`config.mk`:
```
export PLATFORM = sky130hd
export DESIGN_NAME = exec_alu_stage
export DESIGN_NICKNAME = d
export VERILOG_FILES = /design/src/rtl/exec_alu_stage.sv
export SDC_FILE = /design/constraint.sdc
export NUM_CORES = 1
export LEC_CHECK = 0
export ABC_AREA = 0
export BUFFER_PORTS_ARGS = -buffer_cell sky130_fd_sc_hd__buf_2
export CAP_MARGIN = 20
export CELL_PAD_IN_SITES_DETAIL_PLACEMENT = 2
export CELL_PAD_IN_SITES_GLOBAL_PLACEMENT = 2
export CORE_MARGIN = 2
export CORE_UTILIZATION = 24
export CTS_BUF_LIST = sky130_fd_sc_hd__clkbuf_4
export DETAILED_ROUTE_END_ITERATION = 8
export PLACE_DENSITY_LB_ADDON = 0.1
export REMOVE_ABC_BUFFERS = 1
export SLEW_MARGIN = 40
export SYNTH_ARGS = -nofsm -noshare
export SYNTH_HDL_FRONTEND = slang
export SYNTH_SLANG_ARGS = --single-unit
```
`constraint.sdc`:
```
create_clock -name i_clk -period 3.94 [get_ports i_clk]
set_input_delay 0.985 -clock i_clk [delete_from_list [all_inputs] [get_ports i_clk]]
set_output_delay 0.985 -clock i_clk [all_outputs]
set_load 0.02 [all_outputs]
```
`src/rtl/exec_alu_stage.sv`:
```
// Execute stage between register-file read ports and its write port.
// Single-cycle ALU ops plus a sequential shift-add signed multiply.
module exec_alu_stage #(
  parameter int DATA_W   = 10,
  parameter int REG_AW   = 4,
  parameter int NUM_REGS = 12
) (
  input  logic              i_clk,
  input  logic              i_rst,
  input  logic              i_valid,
  output logic              o_ready,
  input  logic [2:0]        i_op,
  input  logic [DATA_W-1:0] i_a,
  input  logic [DATA_W-1:0] i_b,
  input  logic [REG_AW-1:0] i_dst,
  output logic              o_done,
  output logic [REG_AW-1:0] o_reg2,
  output logic [DATA_W-1:0] o_data2,
  output logic              o_ovf
);

  // state  | meaning
  // S_IDLE | accepting requests; non-MUL ops complete on the accept edge
  // S_MUL  | shift-add iterations in progress, requests ignored
  typedef enum logic {S_IDLE, S_MUL} state_t;

  localparam logic [2:0] OP_ADD = 3'b000;
  localparam logic [2:0] OP_SUB = 3'b001;
  localparam logic [2:0] OP_AND = 3'b010;
  localparam logic [2:0] OP_OR  = 3'b011;
  localparam logic [2:0] OP_XOR = 3'b100;
  localparam logic [2:0] OP_SHL = 3'b101;
  localparam logic [2:0] OP_SAR = 3'b110;
  localparam logic [2:0] OP_MUL = 3'b111;

  localparam int PROD_W = 2 * DATA_W;
  localparam int CNT_W  = $clog2(DATA_W + 1);
  localparam logic [CNT_W-1:0]  CNT_LOAD = CNT_W'(DATA_W);
  localparam logic [CNT_W-1:0]  CNT_LAST = CNT_W'(1);
  localparam logic [REG_AW-1:0] MAX_REG  = REG_AW'(NUM_REGS);

  state_t state, state_nxt;

  logic accept, mul_req, mul_last;
  logic dst_ok;
  logic [REG_AW-1:0] dst_eff;

  assign o_ready  = (state == S_IDLE);
  assign accept   = i_valid & o_ready;
  assign mul_req  = accept && (i_op == OP_MUL);

  assign dst_ok  = (i_dst != '0) && (i_dst <= MAX_REG);
  assign dst_eff = dst_ok ? i_dst : '0;

  // Multiplier datapath registers
  logic [CNT_W-1:0]  cnt;
  logic [PROD_W-1:0] acc;
  logic [PROD_W-1:0] mcand;
  logic [DATA_W-1:0] mplier;
  logic              neg_q;
  logic [REG_AW-1:0] dst_q;

  assign mul_last = (state == S_MUL) && (cnt == CNT_LAST);

  always_ff @(posedge i_clk) begin
    if (i_rst) state <= S_IDLE;
    else       state <= state_nxt;
  end

  always_comb begin
    state_nxt = state;
    case (state)
      S_IDLE:  if (mul_req)  state_nxt = S_MUL;
      S_MUL:   if (mul_last) state_nxt = S_IDLE;
      default: state_nxt = S_IDLE;
    endcase
  end

  // Single-cycle ALU
  logic [DATA_W-1:0] sum, diff, alu_res;
  logic              alu_ovf;
  logic [3:0]        shamt;
  logic              shift_big;

  assign sum       = i_a + i_b;
  assign diff      = i_a - i_b;
  assign shamt     = i_b[3:0];
  assign shift_big = (32'(shamt) >= 32'(DATA_W));

  always_comb begin
    alu_res = '0;
    alu_ovf = 1'b0;
    case (i_op)
      OP_ADD: begin
        alu_res = sum;
        alu_ovf = (i_a[DATA_W-1] == i_b[DATA_W-1]) && (sum[DATA_W-1] != i_a[DATA_W-1]);
      end
      OP_SUB: begin
        alu_res = diff;
        alu_ovf = (i_a[DATA_W-1] != i_b[DATA_W-1]) && (diff[DATA_W-1] != i_a[DATA_W-1]);
      end
      OP_AND: alu_res = i_a & i_b;
      OP_OR:  alu_res = i_a | i_b;
      OP_XOR: alu_res = i_a ^ i_b;
      OP_SHL: alu_res = shift_big ? '0 : (i_a << shamt);
      OP_SAR: alu_res = shift_big ? {DATA_W{i_a[DATA_W-1]}}
                                  : DATA_W'($signed(i_a) >>> shamt);
      default: begin
        alu_res = '0;
        alu_ovf = 1'b0;
      end
    endcase
  end

  // Operand magnitudes; the most negative value maps to 2^(DATA_W-1), still fits unsigned
  logic [DATA_W-1:0] mag_a, mag_b;
  assign mag_a = i_a[DATA_W-1] ? (~i_a + 1'b1) : i_a;
  assign mag_b = i_b[DATA_W-1] ? (~i_b + 1'b1) : i_b;

  logic [PROD_W-1:0] acc_nxt, prod;
  logic [PROD_W-DATA_W:0] prod_hi;
  logic              mul_ovf;

  assign acc_nxt = acc + (mplier[0] ? mcand : '0);
  assign prod    = neg_q ? (~acc_nxt + 1'b1) : acc_nxt;
  assign prod_hi = prod[PROD_W-1:DATA_W-1];
  // Product fits only if the upper half plus result sign bit are all equal
  assign mul_ovf = !((&prod_hi) || !(|prod_hi));

  always_ff @(posedge i_clk) begin
    if (i_rst) begin
      cnt    <= '0;
      acc    <= '0;
      mcand  <= '0;
      mplier <= '0;
      neg_q  <= 1'b0;
      dst_q  <= '0;
    end else if (mul_req) begin
      cnt    <= CNT_LOAD;
      acc    <= '0;
      mcand  <= {{(PROD_W-DATA_W){1'b0}}, mag_a};
      mplier <= mag_b;
      neg_q  <= i_a[DATA_W-1] ^ i_b[DATA_W-1];
      dst_q  <= dst_eff;
    end else if (state == S_MUL) begin
      cnt    <= cnt - 1'b1;
      acc    <= acc_nxt;
      mcand  <= mcand << 1;
      mplier <= mplier >> 1;
    end
  end

  always_ff @(posedge i_clk) begin
    if (i_rst) begin
      o_done  <= 1'b0;
      o_reg2  <= '0;
      o_data2 <= '0;
      o_ovf   <= 1'b0;
    end else begin
      o_done  <= 1'b0;
      o_reg2  <= '0;
      o_data2 <= '0;
      o_ovf   <= 1'b0;
      if (accept && (i_op != OP_MUL)) begin
        o_done  <= 1'b1;
        o_reg2  <= dst_eff;
        o_data2 <= alu_res;
        o_ovf   <= alu_ovf;
      end else if (mul_last) begin
        o_done  <= 1'b1;
        o_reg2  <= dst_q;
        o_data2 <= prod[DATA_W-1:0];
        o_ovf   <= mul_ovf;
      end
    end
  end

endmodule
```
==> reports/summary.txt <==
Status: finished, final reports clean
Number of global-route vias before repair: 7759
TritonCTS buffer count: 9
Synth Register Bits: 76
DR vias/cell: 5.04
Commonest cells post-synth: nor2_1, dfxtp_1, nand2_1
FF-to-FF Start: mcand[0]
Via count: 7330
Yosys cell types: 68
Die height: 174 um
Post-Route WL: 29.0 mm
Yosys top cell area share: 21.9%
Flop2flop setup slack: 0.004 ns
Hold-fix buffers, CTS: 0
WHS: 0.466 ns
Power density over the cells: 216 nW/um2
Initial Utilization: 24.3%
Crit. End Element: flip-flop
Max stage delay cell, worst path: or4_4
F_max: 254 MHz
Die width: 174 um
Max-slew violation count: 0
Clock period minus worst slack: 3.94 ns
DR DRC count: 0
Crit path DAT: 4.27 ns
Clk Latency, worst-skew pair: 0.49 ns
Final setup violation count: 0
Clock Path Buffers: 2
Site Rows: 62
Leakage power: 3.77 nW
Worst-path fanout max: 3
Clock power share: 30.2%
CP cell instances: and2_4 -> ha_4 -> buf_4 -> buf_6 -> a211oi_4 -> nor2_2 -> xor2_2 -> or3_4 -> or3_4 -> or4_4 -> o211ai_1 -> nand4_1 -> a2111oi_2 -> buf_4 -> a221oi_2
All-Layer GR Usage: 19.1%
Sw power: 0.712 mW
HP Start: dst_q[0]
CTS root buffer: clkbuf_4
Clock Skews: 0.0314 ns
CP Data Required Time: 4.28 ns
DRT Pass-1 Iters: 4
# IOs: 47
Largest net degree at the start of global routing: 45
Ys flop type: dfxtp_1
H-tree depth: 3
Final cell count without fillers: 1455
Instance area at placement: 8390 um2
Worst-path clk slew: 0.15 ns
Post-synth ARST share: 0%
Ratio of cells with drive above 1 in the final layout: 24.8%
Worst vdd ir: 0.103 mV
Count leader, synth: nor2_1
Detail Placement HPWL: 22.6 mm
Slew @ Worst Pin: 0.721 ns
Initial DRC count: 258
Core Util, Final: 31.3%
First-pass GRT wire length: 45.6 mm
Core Area: 28600 um2
Comb pwr share: 28.3%
Mean Syn Cell Area: 7.52 um2
Maxcap violations: 0
Fin. Hold Viols: 0
Yosys warnings: 0
Crit Path Class: flip-flop to flip-flop
Post-synthesis sequential area ratio: 21.9%
GRT Residual Overflow: 0
CTS sink cnt: 76
Sequential fraction of design power: 41.5%
Yosys top cell by area: dfxtp_1
Setup repair after global routing missed its margin: yes
GP Congestion: 0.839
Number of port buffers: 46
Detail Route Antenna Nets: 0
Pint: 1.22 mW
Final net count: 1153
Netlist Area Pre-Place: 6950 um2
Wire length per cell: 19.9 um
Dominant cells by area after synthesis: dfxtp_1, ha_1, nor2_1
P&R area growth vs syn: 29.0%
Post-synthesis cell count: 925
Fin area: 8960 um2
Die area: 30300 um2
Critical path launch point: mcand[0]
Sw frac: 36.8%
Final period util: 99.9%
Delay of the slowest cell on the worst path: 0.55 ns
Placed cells: 1428
Slew headroom: 52.0%
Antenna violations before repair: 1
Post-synth EDFFs: 0
Hold crit path type: flip-flop to flip-flop
Setup crit start kind: flip-flop
CTS tree: yes
Final Power: 1.93 mW
## final cells by class
| class | count | area (um2) |
|---|---|---|
| flip-flops and latches | 76 | 1530 |
| clock buffers | 9 | 67.6 |
| multi-input cells | 753 | 5380 |
| fillers | 3370 | 19700 |
| inverters | 45 | 169 |
| diodes | 1 | 2.50 |
| repair buffers | 180 | 1250 |
| well taps | 384 | 480 |
| clock inverters | 7 | 90.1 |
## layer usage
metal	vias to the layer above	global-route usage, %	wire, um
met2	69	32.6	14000
met4	0	4.97	522
li1	3611	-	-
met1	3628	25.8	14000
met5	-	0	0
met3	22	1.86	540
## state kept, by name, summed over array words and instances (netlist names)
signal and count:
mcand 20, state 1, o_reg2 4, mplier 10, acc 20, o_ovf 1
dst_q 4, cnt 4, o_done 1, neg_q 1, o_data2 10
## critical path, delay by kind of cell, from the launching register on
family	cells	cell delay (ns)
AOI/OAI and AO/OA	4	0.96
xor gates and xnor gates	1	0.17
adders and majority gates	1	0.16
buffers and inverters	3	0.41
DFF	1	0.35
and+or+nand+nor	6	1.77
## power by group through the flow
stage | logic (mW) | registers, mW | clock network, mW
after floorplan | 0.264 | 0.830 | 0
after global placement | 0.541 | 0.817 | 0
after detailed placement | 0.545 | 0.818 | 0
after CTS | 0.550 | 0.802 | 0.617
after global routing | 0.606 | 0.805 | 0.649
final | 0.548 | 0.801 | 0.583
## path summary, 6_finish.rpt
check,end,cells past startpoint
worst min register to register,dst_q[0],2
worst min-delay path,dst_q[0],2
worst max register to register,o_ovf,15
worst max-delay path,o_ovf,15
## stage by stage
step           TNS, ns  setup slack, ns
4_1_cts              0           0.0103
3_3_place_gp   -0.0953          -0.0953
5_1_grt         -0.169           -0.169
3_5_place_dp    -0.152           -0.152
6_report             0          0.00363
2_1_floorplan   -0.209           -0.209
## layout by cell type (no fill, tap or decap), drive strengths merged, types with 4 or more instances in the layout
cell | netlist | final
buf | 13 | 180
nor2 | 135 | 135
dfxtp | 76 | 76
nand2 | 66 | 66
a21oi | 66 | 66
o21ai | 55 | 55
ha | 55 | 55
inv | 44 | 49
mux2i | 47 | 47
xnor2 | 43 | 43
nand3 | 27 | 27
nor3 | 27 | 27
and2 | 22 | 22
a211oi | 19 | 19
a21o | 14 | 14
xor2 | 14 | 14
or3 | 14 | 14
a22oi | 13 | 13
a221oi | 13 | 13
o31ai | 11 | 11
o211ai | 10 | 10
nand2b | 10 | 10
clkbuf | 38 | 9
nor2b | 7 | 7
a31oi | 7 | 7
a32oi | 7 | 7
a2111oi | 7 | 7
o311ai | 6 | 6
and3 | 5 | 5
o21bai | 5 | 5
o41ai | 5 | 5
nor4 | 4 | 4
or4 | 4 | 4
## cell families after synthesis
logic type               count (synthesis)  synth area share [%]
AO/OA/AOI/OAI                          259                  25.6
XOR/XNOR                                57                  7.18
buffers and inverters                   96                  5.35
AND/OR/NAND/NOR                        329                  21.8
flip-flops                              76                  21.9
adder cells (fa/ha/maj)                 58                  10.8
multiplexers                            50                  7.42
## timing repair
item | 4_1_cts | 5_1_grt
setup endpoints to repair | 1 | 1
gates resized for setup | 37 | 25
endpoints found under the hold margin | 0 | 0
pin swaps | 18 | 16
setup buffers | 3 | 7
(Power assumes the default switching activity.)
